**src/rtl/wb_check_responder.sv**
```systemverilog
// rtl/wb_check_responder.sv - Wishbone responder with check-signature register bank
module wb_check_responder #(
    parameter int          ADDR_W      = 8,
    parameter int          WAIT_CYCLES = 2,
    parameter logic [31:0] CHIP_ID     = 32'h5244_0001
) (
    input  logic              mclk,
    input  logic              h_reset_n,
    input  logic              wbs_cyc_i,
    input  logic              wbs_stb_i,
    input  logic              wbs_we_i,
    input  logic [ADDR_W-1:0] wbs_adr_i,
    input  logic [31:0]       wbs_dat_i,
    input  logic [3:0]        wbs_sel_i,
    output logic [31:0]       wbs_dat_o,
    output logic              wbs_ack_o,
    output logic              wbs_err_o,
    output logic [15:0]       check_bits_o,
    output logic [15:0]       check_oeb_o
);
    // Word address width: byte-offset bits [1:0] are never decoded.
    localparam int WA_W = ADDR_W - 2;

    typedef enum logic [1:0] {S_IDLE, S_WAIT, S_RESP} state_t;

    state_t          state_q, state_d;
    logic [3:0]      cnt_q, cnt_d;
    logic            we_q, we_d;
    logic [WA_W-1:0] wadr_q, wadr_d;
    logic [31:0]     wdat_q, wdat_d;
    logic [3:0]      sel_q, sel_d;
    logic            ack_q, ack_d;
    logic            err_q, err_d;
    logic [31:0]     rdat_q, rdat_d;
    logic [15:0]     check_q, check_d;
    logic [15:0]     oeb_q, oeb_d;
    logic [31:0]     scratch_q [4];
    logic [31:0]     scratch_d [4];
    logic [7:0]      wrcnt_q, wrcnt_d;

    logic            r_we;
    logic [WA_W-1:0] r_wadr;
    logic [31:0]     r_dat;
    logic [3:0]      r_sel;
    logic [2:0]      r_off;
    logic            mapped;
    logic [31:0]     rd_word;
    logic [31:0]     merged;
    logic            go_resp;
    logic            unused_adr;

    assign unused_adr = ^wbs_adr_i[1:0];

    function automatic logic [31:0] lane_merge(input logic [31:0] old_v,
                                               input logic [31:0] new_v,
                                               input logic [3:0]  be);
        logic [31:0] m;
        for (int b = 0; b < 4; b++) begin
            m[8*b +: 8] = be[b] ? new_v[8*b +: 8] : old_v[8*b +: 8];
        end
        return m;
    endfunction

    // With zero wait states the response is taken straight from the bus,
    // otherwise from the request latched at accept time.
    always_comb begin
        if (state_q == S_IDLE) begin
            r_we   = wbs_we_i;
            r_wadr = wbs_adr_i[ADDR_W-1:2];
            r_dat  = wbs_dat_i;
            r_sel  = wbs_sel_i;
        end else begin
            r_we   = we_q;
            r_wadr = wadr_q;
            r_dat  = wdat_q;
            r_sel  = sel_q;
        end
        r_off  = r_wadr[2:0];
        mapped = ((r_wadr >> 3) == '0);
    end

    // Current contents of the addressed register, used for reads and lane merges.
    always_comb begin
        rd_word = 32'h0;
        case (r_off)
            3'd0: rd_word = {16'h0, check_q};
            3'd1: rd_word = {16'h0, oeb_q};
            3'd2: rd_word = scratch_q[0];
            3'd3: rd_word = scratch_q[1];
            3'd4: rd_word = scratch_q[2];
            3'd5: rd_word = scratch_q[3];
            3'd6: rd_word = {24'h0, wrcnt_q};
            3'd7: rd_word = CHIP_ID;
            default: rd_word = 32'h0;
        endcase
        merged = lane_merge(rd_word, r_dat, r_sel);
    end

    // Transfer FSM plus register commit on the edge that raises ack/err.
    always_comb begin
        state_d   = state_q;
        cnt_d     = cnt_q;
        we_d      = we_q;
        wadr_d    = wadr_q;
        wdat_d    = wdat_q;
        sel_d     = sel_q;
        ack_d     = 1'b0;
        err_d     = 1'b0;
        rdat_d    = 32'h0;
        check_d   = check_q;
        oeb_d     = oeb_q;
        scratch_d = scratch_q;
        wrcnt_d   = wrcnt_q;
        go_resp   = 1'b0;

        case (state_q)
            S_IDLE: begin
                if (wbs_cyc_i && wbs_stb_i) begin
                    we_d   = wbs_we_i;
                    wadr_d = wbs_adr_i[ADDR_W-1:2];
                    wdat_d = wbs_dat_i;
                    sel_d  = wbs_sel_i;
                    cnt_d  = 4'(WAIT_CYCLES);
                    if (WAIT_CYCLES == 0) begin
                        go_resp = 1'b1;
                    end else begin
                        state_d = S_WAIT;
                    end
                end
            end
            S_WAIT: begin
                if (!wbs_cyc_i) begin
                    state_d = S_IDLE;
                    cnt_d   = 4'd0;
                end else begin
                    cnt_d = cnt_q - 4'd1;
                    if (cnt_q <= 4'd1) begin
                        go_resp = 1'b1;
                    end
                end
            end
            S_RESP: state_d = S_IDLE;
            default: state_d = S_IDLE;
        endcase

        if (go_resp) begin
            state_d = S_RESP;
            if (!mapped) begin
                err_d = 1'b1;
            end else begin
                ack_d = 1'b1;
                if (!r_we) begin
                    rdat_d = rd_word;
                end else if (r_off <= 3'd5) begin
                    wrcnt_d = wrcnt_q + 8'd1;
                    case (r_off)
                        3'd0: check_d      = merged[15:0];
                        3'd1: oeb_d        = merged[15:0];
                        3'd2: scratch_d[0] = merged;
                        3'd3: scratch_d[1] = merged;
                        3'd4: scratch_d[2] = merged;
                        3'd5: scratch_d[3] = merged;
                        default: ;
                    endcase
                end
            end
        end
    end

    // State and register bank, all returning to reset values asynchronously.
    always_ff @(posedge mclk or negedge h_reset_n) begin
        if (!h_reset_n) begin
            state_q <= S_IDLE;
            cnt_q   <= 4'd0;
            we_q    <= 1'b0;
            wadr_q  <= '0;
            wdat_q  <= 32'h0;
            sel_q   <= 4'h0;
            ack_q   <= 1'b0;
            err_q   <= 1'b0;
            rdat_q  <= 32'h0;
            check_q <= 16'h0;
            oeb_q   <= 16'hFFFF;
            for (int i = 0; i < 4; i++) begin
                scratch_q[i] <= 32'h0;
            end
            wrcnt_q <= 8'h0;
        end else begin
            state_q   <= state_d;
            cnt_q     <= cnt_d;
            we_q      <= we_d;
            wadr_q    <= wadr_d;
            wdat_q    <= wdat_d;
            sel_q     <= sel_d;
            ack_q     <= ack_d;
            err_q     <= err_d;
            rdat_q    <= rdat_d;
            check_q   <= check_d;
            oeb_q     <= oeb_d;
            scratch_q <= scratch_d;
            wrcnt_q   <= wrcnt_d;
        end
    end

    assign wbs_dat_o    = rdat_q;
    assign wbs_ack_o    = ack_q;
    assign wbs_err_o    = err_q;
    assign check_bits_o = check_q;
    assign check_oeb_o  = oeb_q;

endmodule

```
**config.mk**
```make
export PLATFORM = sky130hd
export DESIGN_NAME = wb_check_responder
export DESIGN_NICKNAME = d
export VERILOG_FILES = /design/src/rtl/wb_check_responder.sv
export SDC_FILE = /design/constraint.sdc
export NUM_CORES = 1
export LEC_CHECK = 0
export CORE_UTILIZATION = 40
export CTS_BUF_LIST = sky130_fd_sc_hd__clkbuf_8
export CTS_CLUSTER_SIZE = 20
export DETAILED_ROUTE_END_ITERATION = 10
export HOLD_SLACK_MARGIN = 0.1
export MAX_ROUTING_LAYER = met4
export SKIP_CTS_REPAIR_TIMING = 1
export SLEW_MARGIN = 0
export SYNTH_ARGS = -nofsm -noshare
export SYNTH_HDL_FRONTEND = slang
export SYNTH_SLANG_ARGS = --single-unit
```
**constraint.sdc**
```tcl
create_clock -name mclk -period 4.1 [get_ports mclk]
set_input_delay 1.23 -clock mclk [delete_from_list [all_inputs] [get_ports mclk]]
set_output_delay 1.23 -clock mclk [all_outputs]
set_load 0.03 [all_outputs]
```
==> parameters.txt <==
Parameter                              Value

Worst setup path
  Critical Path, Cell by Cell ... clkdlybuf4s50_1, nor3b_2, nor2_4, nand3_1, buf_12, o31ai_1, a21oi_1, mux2_2
  CP max stage delay ... 0.52 ns
  Critical Path Fanout Max ... 33
  Family with the most delay on the worst path ... simple AND/OR/NAND/NOR gates
  Critical setup path kind ... in2reg
  Data required time at the worst endpoint ... 4.54 ns
  Kind of end point of the critical path ... flop
  Buf/Inv on CP ... 2
  Data arrival at the endpoint of the critical path ... 3.96 ns
  Worst-path cell with the longest stage delay ... sky130_fd_sc_hd__nor2_4
  Startpoint class of the critical path ... input port

Logic synthesis
  Async S/R FF share, synth ... 100%
  Number of enable-type register cells in the synthesized netlist ... 0
  Mean post-synth cell area ... 11.4 µm²
  Gate Count Post-Synth ... 1,027
  Cell area after technology mapping ... 0.0118 mm²
  Number of distinct library cells after synthesis ... 75
  Synth Net Count ... 1,079
  Portion of the post-synthesis area used by sequential elements ... 53.6%
  FF+latch count, synth ... 251
  Number of warnings reported in the yosys synthesis log ... 0
  Top flip-flop cell by instance count after synthesis ... sky130_fd_sc_hd__dfrtp_1

Detailed routing
  Routed wirelength normalized by instance count ... 20.0 µm
  Vias ... 8,584
  DRC violations left ... 0
  Number of iterations in the first detailed-routing pass ... 5
  Iteration-0 DRC count of the detailed router ... 608
  Count of antenna-violating nets left after detailed routing ... 0
  Vias/cell ... 5.42
  Routed Wire Length ... 31,700 µm

GRT
  Vias in the first global route ... 8,869
  Wire length of the first global-routing pass ... 50,900 µm
  Combined global-route utilization of all metal layers ... 22.3%
  Largest net degree at the start of global routing ... 83
  GRT overflow ... 0
  Number of antenna violations at the first check in global routing ... 0

CTS
  Clock tree from TritonCTS ... done
  Number of buffers inserted during clock tree synthesis ... 43
  Longest Clk Path Bufs ... 3
  Maximum level of the CTS H-tree ... 2
  Clock insertion delay at the later pin of the skew report ... 0.56 ns
  Reg clk slew, reported paths ... 0.06 ns
  Clock Sinks ... 251
  Root buffer cell ... sky130_fd_sc_hd__clkbuf_8

STA
  Final WS setup ... 0.584 ns
  Max_slew headroom ... 38.7%
  Final hold violation count ... 0
  Total negative slack ... 0 ns
  Transition time of the tightest slew-check pin ... 0.915 ns
  Unrepaired setup endpoints after global routing ... false
  Final critical delay including setup and external delays ... 3.52 ns
  Fin. max-slew vios ... 0
  Final worst clock skew ... 0.0229 ns
  Ratio of final minimum period to clock period ... 85.7%
  Setup violators final ... 0
  Max Clock Freq ... 284 MHz

Layout
  Filler Cell Count ... 2,643
  FF+latch area ... 0.00630 mm²
  Commonest non-fill, non-tap cells in the layout ... sky130_fd_sc_hd__dfrtp_1 (235), sky130_fd_sc_hd__mux2_2 (152), sky130_fd_sc_hd__nand2_1 (127)
  ANT cells ... 0
  Total area of multi-input combinational cells ... 0.00508 mm²
  Most common cell after layout, fill and taps aside ... sky130_fd_sc_hd__dfrtp_1
  Layout cell share with drive strength beyond 1 ... 25.8%
  Synth-to-Final Area Change ... 23.0%
  Total Nets Final ... 1,217

Placement
  Port-buffer cells ... 112
  Gpl congestion ... 0.819
  HPWL after DPL ... 20,900 µm
  Setup WS pre-CTS ... 0.0747 ns

Floorplan
  Total number of placement rows ... 62
  Die Footprint ... 0.0301 mm²
  Horizontal extent of the die ... 173 µm
  Placeable core region ... 0.0288 mm²
  Total I/O pin count ... 115
  Initial core utilization ... 40.8%
  Die height ... 173 µm

Outcome
  Status ... finished clean

Flow run
  Maximum Capacitance Violations ... 0

Pwr
  VDD IR max ... 0.249 mV
  Power density over the cells ... 560 mW/mm²
  Static leakage power ... 6.49 nW

Min path
  Class of the most critical hold timing path ... reg2reg
-- tightest hold or removal path, stage by stage, from the launching register on --
cell and delay [ns]:
sky130_fd_sc_hd__dfrtp_1 0.34, sky130_fd_sc_hd__nand2_1 0.04, sky130_fd_sc_hd__o21ai_0 0.06
-- Yosys cell counts (all sizes together), types with 7 or more instances --
| master | number | area (µm²) |
|---|---|---|
| o22a | 11 | 96.3 |
| a21oi | 35 | 179 |
| dfrtp | 235 | 5880 |
| a21o | 7 | 52.6 |
| a31oi | 8 | 81.3 |
| nand3 | 17 | 85.1 |
| a211oi | 8 | 70.1 |
| nor3 | 14 | 92.6 |
| a22oi | 18 | 135 |
| nand4 | 7 | 43.8 |
| nor2 | 47 | 186 |
| inv | 12 | 45.0 |
| and3 | 7 | 43.8 |
| buf | 39 | 229 |
| xnor2 | 7 | 61.3 |
| dfstp | 16 | 420 |
| o31ai | 20 | 179 |
| nand2 | 128 | 483 |
| o21ai | 84 | 424 |
| mux2i | 43 | 430 |
| clkbuf | 30 | 114 |
| mux2 | 152 | 1710 |
-- layer usage --
metal / part of all wire [%] / up-vias / GRT usage, %
li1: - / 4009 / -
met1: 45 / 4277 / 30.0
met2: 47 / 233 / 34.7
met3: 5.2 / 65 / 3.51
met4: 2.5 / 0 / 7.04
met5: 0 / - / -
-- path summary, 6_finish.rpt --
check                                  start               to  slack [ns]  depth (start not counted)
min in group asynchronous          h_reset_n    scratch_q[52]        0.67                          1
max in group asynchronous          h_reset_n   check_oeb_o[3]        2.51                          2
worst min register to register  scratch_q[0]     scratch_q[0]        0.48                          2
worst min-delay path            scratch_q[0]     scratch_q[0]        0.48                          2
worst max-delay path            wbs_adr_i[2]    scratch_q[71]        0.58                          8
worst max register to register    state_q[0]  check_oeb_o[15]        0.78                          7
-- report_power, final --
part           internal [mW]  switching, mW
clock                   1.34           1.04
sequential              2.79          0.241
combinational           1.07           1.62
total                   5.20           2.90
-- sequential cells by signal (all words and copies together), names as in the netlist, 6 cells and up --
signal	cells
wrcnt_q	8
check_bits_o	16
scratch_q	128
check_oeb_o	16
wadr_q	6
wdat_q	32
wbs_dat_o	32
-- kinds of logic after synthesis --
| group | share of synthesized area, % |
|---|---|
| mux | 18.2 |
| buf+inv | 3.30 |
| flops | 53.6 |
| compound gates | 14.1 |
| simple gates | 9.98 |
| xor+xnor | 0.522 |
| fa+ha+maj | 0.319 |
-- area by class of cell --
class / instances / area share [%]
sequential: 251 / 43.6
clock inverter: 28 / 1.36
clock buffer: 52 / 4.95
multi-input combinational: 695 / 35.1
timing repair buffer: 162 / 11.3
tap: 384 / 3.32
inverter: 12 / 0.312
-- stage by stage --
step           cell area [µm²]  utilization [%]  hold WS, ns  cells  power [mW]
4_1_cts                  14500             50.2        0.479   1584        8.17
3_5_place_dp             13500             47.1        0.470   1504        5.76
2_1_floorplan            11800                -        0.445   1027        4.78
3_3_place_gp             13500             47.1        0.461   1504        5.72
6_report                 14500             50.2        0.476   1584        8.10
5_1_grt                  14500             50.2        0.489   1584        8.55
Note: power is estimated with default switching activity, not from simulation.
